==> src/rtl/ysyx_22041211_muldiv_seq.sv <==
// Iterative MUL / DIVU / REMU sequencer that borrows the core ALU.
// MUL runs shift-and-add with ALU ADD. DIVU/REMU run restoring division
// with ALU SUB. Each operation takes one iteration per result bit.
module ysyx_22041211_muldiv_seq #(
    parameter int          DATA_LEN = 32,
    parameter logic [3:0]  OP_ADD   = 4'b0000,
    parameter logic [3:0]  OP_SUB   = 4'b0001
) (
    input  logic                clk,
    input  logic                rst,
    input  logic                in_valid_i,
    output logic                in_ready_o,
    input  logic [1:0]          op_i,
    input  logic [DATA_LEN-1:0] src1_i,
    input  logic [DATA_LEN-1:0] src2_i,
    input  logic                flush_i,
    output logic                out_valid_o,
    input  logic                out_ready_i,
    output logic [DATA_LEN-1:0] result_o,
    output logic                busy_o,
    output logic [DATA_LEN-1:0] alu_src1_o,
    output logic [DATA_LEN-1:0] alu_src2_o,
    output logic [3:0]          alu_control_o,
    input  logic [DATA_LEN-1:0] alu_result_i
);

    localparam int CNT_W = $clog2(DATA_LEN);

    typedef enum logic [1:0] {
        S_IDLE = 2'b00,
        S_RUN  = 2'b01,
        S_DONE = 2'b10
    } state_t;

    typedef enum logic [1:0] {
        OPC_MUL  = 2'b00,
        OPC_DIVU = 2'b01,
        OPC_REMU = 2'b10,
        OPC_RSVD = 2'b11
    } opc_t;

    state_t              state, state_nxt;
    opc_t                op_q;
    logic [CNT_W-1:0]    cnt;

    // Multiply working registers.
    logic [DATA_LEN-1:0] acc, mcand, mplier;
    // Divide working registers.
    logic [DATA_LEN-1:0] rem, quo, dvsr;

    logic                accept;
    logic                short_cut;
    logic                last_iter;
    logic                is_mul;

    logic [DATA_LEN-1:0] partial;
    logic                ge;
    logic [DATA_LEN-1:0] rem_nxt, quo_nxt;
    logic [DATA_LEN-1:0] short_result;
    logic [DATA_LEN-1:0] final_result;

    // flush_i wins over a request arriving in the same cycle.
    assign accept    = in_valid_i && in_ready_o && !flush_i;
    assign short_cut = (op_i == OPC_RSVD) ||
                       (((op_i == OPC_DIVU) || (op_i == OPC_REMU)) && (src2_i == '0));
    assign last_iter = (cnt == CNT_W'(DATA_LEN - 1));
    assign is_mul    = (op_q == OPC_MUL);

    // Restoring-division step: the ALU supplies the difference, the compare is local.
    always_comb begin
        partial      = {rem[DATA_LEN-2:0], quo[DATA_LEN-1]};
        ge           = rem[DATA_LEN-1] | (partial >= dvsr);
        rem_nxt      = ge ? alu_result_i : partial;
        quo_nxt      = {quo[DATA_LEN-2:0], ge};
        short_result = '0;
        if (op_i == OPC_DIVU) begin
            short_result = '1;
        end else if (op_i == OPC_REMU) begin
            short_result = src1_i;
        end
        case (op_q)
            OPC_MUL:  final_result = alu_result_i;
            OPC_DIVU: final_result = quo_nxt;
            default:  final_result = rem_nxt;
        endcase
    end

    // ALU drive: only active in RUN, otherwise parked at the reset values.
    always_comb begin
        alu_control_o = OP_ADD;
        alu_src1_o    = '0;
        alu_src2_o    = '0;
        if (state == S_RUN) begin
            if (is_mul) begin
                alu_control_o = OP_ADD;
                alu_src1_o    = acc;
                alu_src2_o    = mplier[0] ? mcand : '0;
            end else begin
                alu_control_o = OP_SUB;
                alu_src1_o    = partial;
                alu_src2_o    = dvsr;
            end
        end
    end

    // Next-state and handshake outputs.
    always_comb begin
        // NOTE: every signal gets a default first so no path leaves it unassigned, which would infer a latch.
        state_nxt   = state;
        in_ready_o  = 1'b0;
        out_valid_o = 1'b0;
        busy_o      = 1'b0;
        case (state)
            S_IDLE: begin
                in_ready_o = 1'b1;
                if (accept) begin
                    state_nxt = short_cut ? S_DONE : S_RUN;
                end
            end
            S_RUN: begin
                busy_o = 1'b1;
                if (flush_i) begin
                    state_nxt = S_IDLE;
                end else if (last_iter) begin
                    state_nxt = S_DONE;
                end
            end
            S_DONE: begin
                busy_o      = 1'b1;
                out_valid_o = 1'b1;
                if (flush_i || out_ready_i) begin
                    state_nxt = S_IDLE;
                end
            end
            default: state_nxt = S_IDLE;
        endcase
    end

    // State register with synchronous reset.
    always_ff @(posedge clk) begin
        // NOTE: sequential state uses non-blocking assignments so every flop samples pre-edge values.
        if (rst) begin
            state <= S_IDLE;
        end else begin
            state <= state_nxt;
        end
    end

    // Operand latch, per-iteration update and result capture.
    always_ff @(posedge clk) begin
        if (rst) begin
            op_q     <= OPC_MUL;
            cnt      <= '0;
            acc      <= '0;
            mcand    <= '0;
            mplier   <= '0;
            rem      <= '0;
            quo      <= '0;
            dvsr     <= '0;
            result_o <= '0;
        end else begin
            case (state)
                S_IDLE: begin
                    if (accept) begin
                        op_q   <= opc_t'(op_i);
                        cnt    <= '0;
                        acc    <= '0;
                        mcand  <= src1_i;
                        mplier <= src2_i;
                        rem    <= '0;
                        quo    <= src1_i;
                        dvsr   <= src2_i;
                        if (short_cut) begin
                            result_o <= short_result;
                        end
                    end
                end
                S_RUN: begin
                    if (!flush_i) begin
                        cnt <= cnt + CNT_W'(1);
                        if (is_mul) begin
                            acc    <= alu_result_i;
                            mcand  <= mcand << 1;
                            mplier <= mplier >> 1;
                        end else begin
                            rem <= rem_nxt;
                            quo <= quo_nxt;
                        end
                        if (last_iter) begin
                            result_o <= final_result;
                        end
                    end
                end
                default: ;
            endcase
        end
    end

endmodule

==> config.mk <==
export PLATFORM = sky130hd
export DESIGN_NAME = ysyx_22041211_muldiv_seq
export DESIGN_NICKNAME = d
export VERILOG_FILES = /design/src/rtl/ysyx_22041211_muldiv_seq.sv
export SDC_FILE = /design/constraint.sdc
export NUM_CORES = 1
export LEC_CHECK = 0
export ABC_CLOCK_PERIOD_IN_PS = 6200
export BUFFER_PORTS_ARGS = -buffer_cell sky130_fd_sc_hd__buf_2
export CORE_MARGIN = 3
export CORE_UTILIZATION = 50
export DETAILED_ROUTE_END_ITERATION = 8
export GPL_TIMING_DRIVEN = 0
export HOLD_SLACK_MARGIN = 0.03
export PLACE_DENSITY = 0.72
export RECOVER_POWER = 50
export SLEW_MARGIN = 20
export SYNTH_ARGS = -nofsm -noshare
export SYNTH_HDL_FRONTEND = slang
export SYNTH_SLANG_ARGS = --single-unit
==> constraint.sdc <==
create_clock -name clk -period 6.2 [get_ports clk]
set_input_delay 0.31 -clock clk [delete_from_list [all_inputs] [get_ports clk]]
set_output_delay 0.31 -clock clk [all_outputs]
set_load 0.1 [all_outputs]
==> metrics.md <==
| Metric | Value |
|---|---|
| Fin area | about 14000 µm² |
| Largest net degree at the start of global routing | 14 |
| First-pass GRT wire length | 63100 µm |
| Worst Reg-to-Reg Cells | 10 |
| Die height | 160 µm |
| R2r startpoint | quo[31] |
| Most used routing layer | met2 |
| Initial antenna violation count | 2 |
| Asr flop ratio synth | 0 |
| Filler cells | 2166 |
| Warnings from Yosys | 0 |
| Post-synthesis area per instance | 8.22 µm² |
| Global Route Usage Sum | 0.306 |
| Grt met3 use | 0.0557 |
| Area of the core | around 23000 µm² |
| WP data arrival | between 4 and 5 ns |
| CP required | about 6 ns |
| Site Rows | between 50 and 60 |
| Synth area leaders | dfxtp_1 39%, mux2i_1 7.9%, nand2_1 7.7% |
| Final WS setup | approximately 1.5 ns |
| Highest clock rate | approximately 210 MHz |
| CTS tree | built |
| Setup TNS | 0 ns |
| WL final | between 40000 and 50000 µm |
| Cell Area, Placed | ~13000 µm² |
| RSZ-0062 raised after global routing | no |
| Setup-failing EPs final | 0 |
| Number of flops mapped to enable cells by yosys | 0 |
| Hold Path End | dvsr[10] |
| Crit path largest cell delay | about 0.77 ns |
| Crit Path Max Fanout | 10 |
| Gpl congestion | ~0.94 |
| Diodes inserted | 0 |
| Die width | approximately 160 µm |
| Crit path capture type | output pin |
| Status | completed |
| H-tree levels | 1 |
| Final worst path period share | 0.760 |
| Pre-CTS setup slack | between 2 and 3 ns |
| Largest family of logic cells by synthesized area | compound AO/OA/AOI/OAI gates |
| Rel. slew slack | 0.207 |
| Top_reg_cell synth | dfxtp_1 |
| Met2 usage | 0.480 |
| Synth Register Bits | between 200 and 250 |
| Setup CP Type | reg -> out |
| Clock tree sinks | about 230 |
| GRT met1 Usage | 0.427 |
| Tightest Hold Check Type | in -> reg |
| Cts hold-fix bufs | 1 |
| Layout cell share with drive strength beyond 1 | 0.151 |
| Min-Delay Path Depth | 3 |
| Die area | between 20000 and 30000 µm² |
| Post-synth top area share | 0.391 |
| Max-cap viol count | 0 |
| Leakage Power | 5.47 nW |
| Least-Margin Pin Slew | 1.19 ns |
| Crit path max-delay cell type | clkbuf_1 |
| Number of remaining DRC errors | 0 |
| Final hold slack | approximately 0.040 ns |
| Max rail drop VDD | ~390 µV |
| Multiplexer area fraction after synthesis | 0.0789 |
| Pre-antenna DRT Iters | 6 |
| Terminus of the critical flop-to-flop path | result_o[28] |
| Power Density | approximately 400 nW/µm² |
| CTS Buf Count | 26 |
| Seq/Total Area, Yosys | 0.391 |
| Vias in the first global route | roughly 11k |
| Yosys top cell by area | dfxtp_1 |
| Starting Density | 0.517 |
| Most frequent CP cell | clkbuf_1 |
| XOR/XNOR Fraction of Synth Area | 0.00147 |
| Worst path cell trace | inv_1, ha_1, clkbuf_1, clkbuf_1, clkbuf_1, clkbuf_1, a21boi_0, buf_2 |
| Clock latency on the worst-skew pair | 0.54 ns |
| Clk_skew | 0.0104 ns |
| ANT nets after route | 0 |
| Setup Fix Bufs, Post-CTS | 0 |
| Area growth from synthesis to layout | 18.7% |
| Top cells by count, synth | 245 x nand2_1, 233 x dfxtp_1, 176 x nor2_1, 98 x a211oi_1, 94 x mux2i_1 |
| Cell with the most instances after synthesis | nand2_1 |
| Reg2Reg Setup Slack | between 2 and 2.5 ns |
| # resized after CTS | 0 |
| Syn Std Cell Area | ~12000 µm² |
| Number of failing hold endpoints at the final stage | 0 |
| Startpoint Class | flop |
| DR vias | 11.9k |
| Per-cell routed wire length | slightly above 20 µm |
| Synthesized instance count | between 1k and 1.5k |
| Synth unique cells | 45 |
| Period minus WS final | ~4.7 ns |
| Clock root cell | clkbuf_16 |
| Congestion Overflow GR | 0 |
| Simple logic cell fraction of the synthesized area | 0.187 |
| Reg clk slew, reported paths | about 0.06 ns |
| Layout Utilization | 0.614 |
| Initial DRC Count | slightly above 1k |
| CTS max path bufs | 3 |
| Hold_sp | src2_i[10] |
| Synth Area in Compound Gates | 0.239 |
| # IOs | slightly above 200 |
| Hpwl dp | roughly 31000 µm |
| Synth Area in Adders | 0.0420 |
| Final #Nets | around 1.8k |
| Pins Over Slew Limit | 0 |
| Vias/cell | around 5.9 |
| PortBufs | between 200 and 250 |
-- stage by stage --
step                      instances  total power [mW]
after floorplan                1453              3.49
after global placement         1968              4.00
after detailed placement       1968              4.04
after CTS                      2017              5.60
after global routing           2018              5.86
final                          2018              5.61
-- per-layer routing --
| layer | up-vias | wire length, µm |
|---|---|---|
| met5 | - | 27 |
| met1 | 5601 | 17700 |
| li1 | 5582 | - |
| met4 | 4 | 1310 |
| met2 | 622 | 18100 |
| met3 | 94 | 4150 |
-- kinds of logic after synthesis --
family                   after synthesis
flip-flops                           233
adder cells (fa/ha/maj)               40
buffers and inverters                161
multiplexers                          94
AND/OR/NAND/NOR                      530
AO/OA/AOI/OAI                        390
other                                  1
XOR/XNOR                               2
-- layout make-up --
class / count / area, µm² / share of cell area
repair buffers: 204 / 985 / 0.0696
flip-flops and latches: 233 / 4660 / 0.330
plain buffers: 123 / 546 / 0.0386
inverters: 38 / 143 / 0.0101
clock buffers: 43 / 774 / 0.0547
clock inverters: 5 / 92.6 / 0.00654
well taps: 313 / 392 / 0.0277
multi-input cells: 1059 / 6550 / 0.463
-- state kept, by name (all words and copies together) (netlist names) --
signal    count
acc          32
cnt           5
dvsr         32
mcand        32
mplier       32
op_q          2
quo          32
rem          32
result_o     32
state         2
-- placed cells by master (no fill, tap or decap), types with 3 or more instances in the layout --
master     netlist  final
buf_2           14    175
buf_4            6      5
o21ai_0         66     66
nor3_1          36     36
a21boi_0        33     33
nand4_1          6      6
dfxtp_1        233    233
mux2i_1         94     94
nor2_1         176    176
buf_1            6      3
buf_6            9      7
nor4_1           8      8
conb_1           1      3
clkbuf_16        0     26
and3_1           5      5
clkbuf_1        88    146
a22oi_1         34     34
a221oi_2        30     30
clkbuf_8         0      6
a21oi_1         83     83
a211oi_1        98     98
a211o_1         31     31
nand3_1          5      5
nand2b_1         3      3
a221oi_1         3      3
inv_1           38     38
and4_1           4      4
nand2_1        245    245
ha_1            40     40
nor2b_1         36     36
-- report_power, final --
group | leakage, nW | internal (mW) | switching (mW) | total, mW
Sequential | 1.90 | 1.75 | 0.181 | 1.93
Clock | 0.422 | 0.936 | 0.630 | 1.57
Combinational | 3.15 | 0.607 | 1.51 | 2.12
-- worst max-delay path: cells and delay by family, from the launching register on --
family	cells	cell delay, ns
DFF	1	0.33
buffers and inverters	6	2.84
adders and majority gates	1	0.18
AOI/OAI and AO/OA	1	0.49
-- worst max-delay path by stage --
stage / from / end / slack [ns] / cells after the start
after floorplan: state[1] / alu_src1_o[0] / 2.21 / 7
after global placement: state[1] / alu_src1_o[0] / 2.63 / 8
after detailed placement: state[1] / alu_src1_o[0] / 2.68 / 8
after CTS: state[1] / alu_src1_o[0] / 2.09 / 8
after global routing: state[1] / alu_src2_o[31] / 1.37 / 8
final: state[1] / alu_src1_o[0] / 1.49 / 8
No activity file was read; power rests on OpenSTA's default activity.
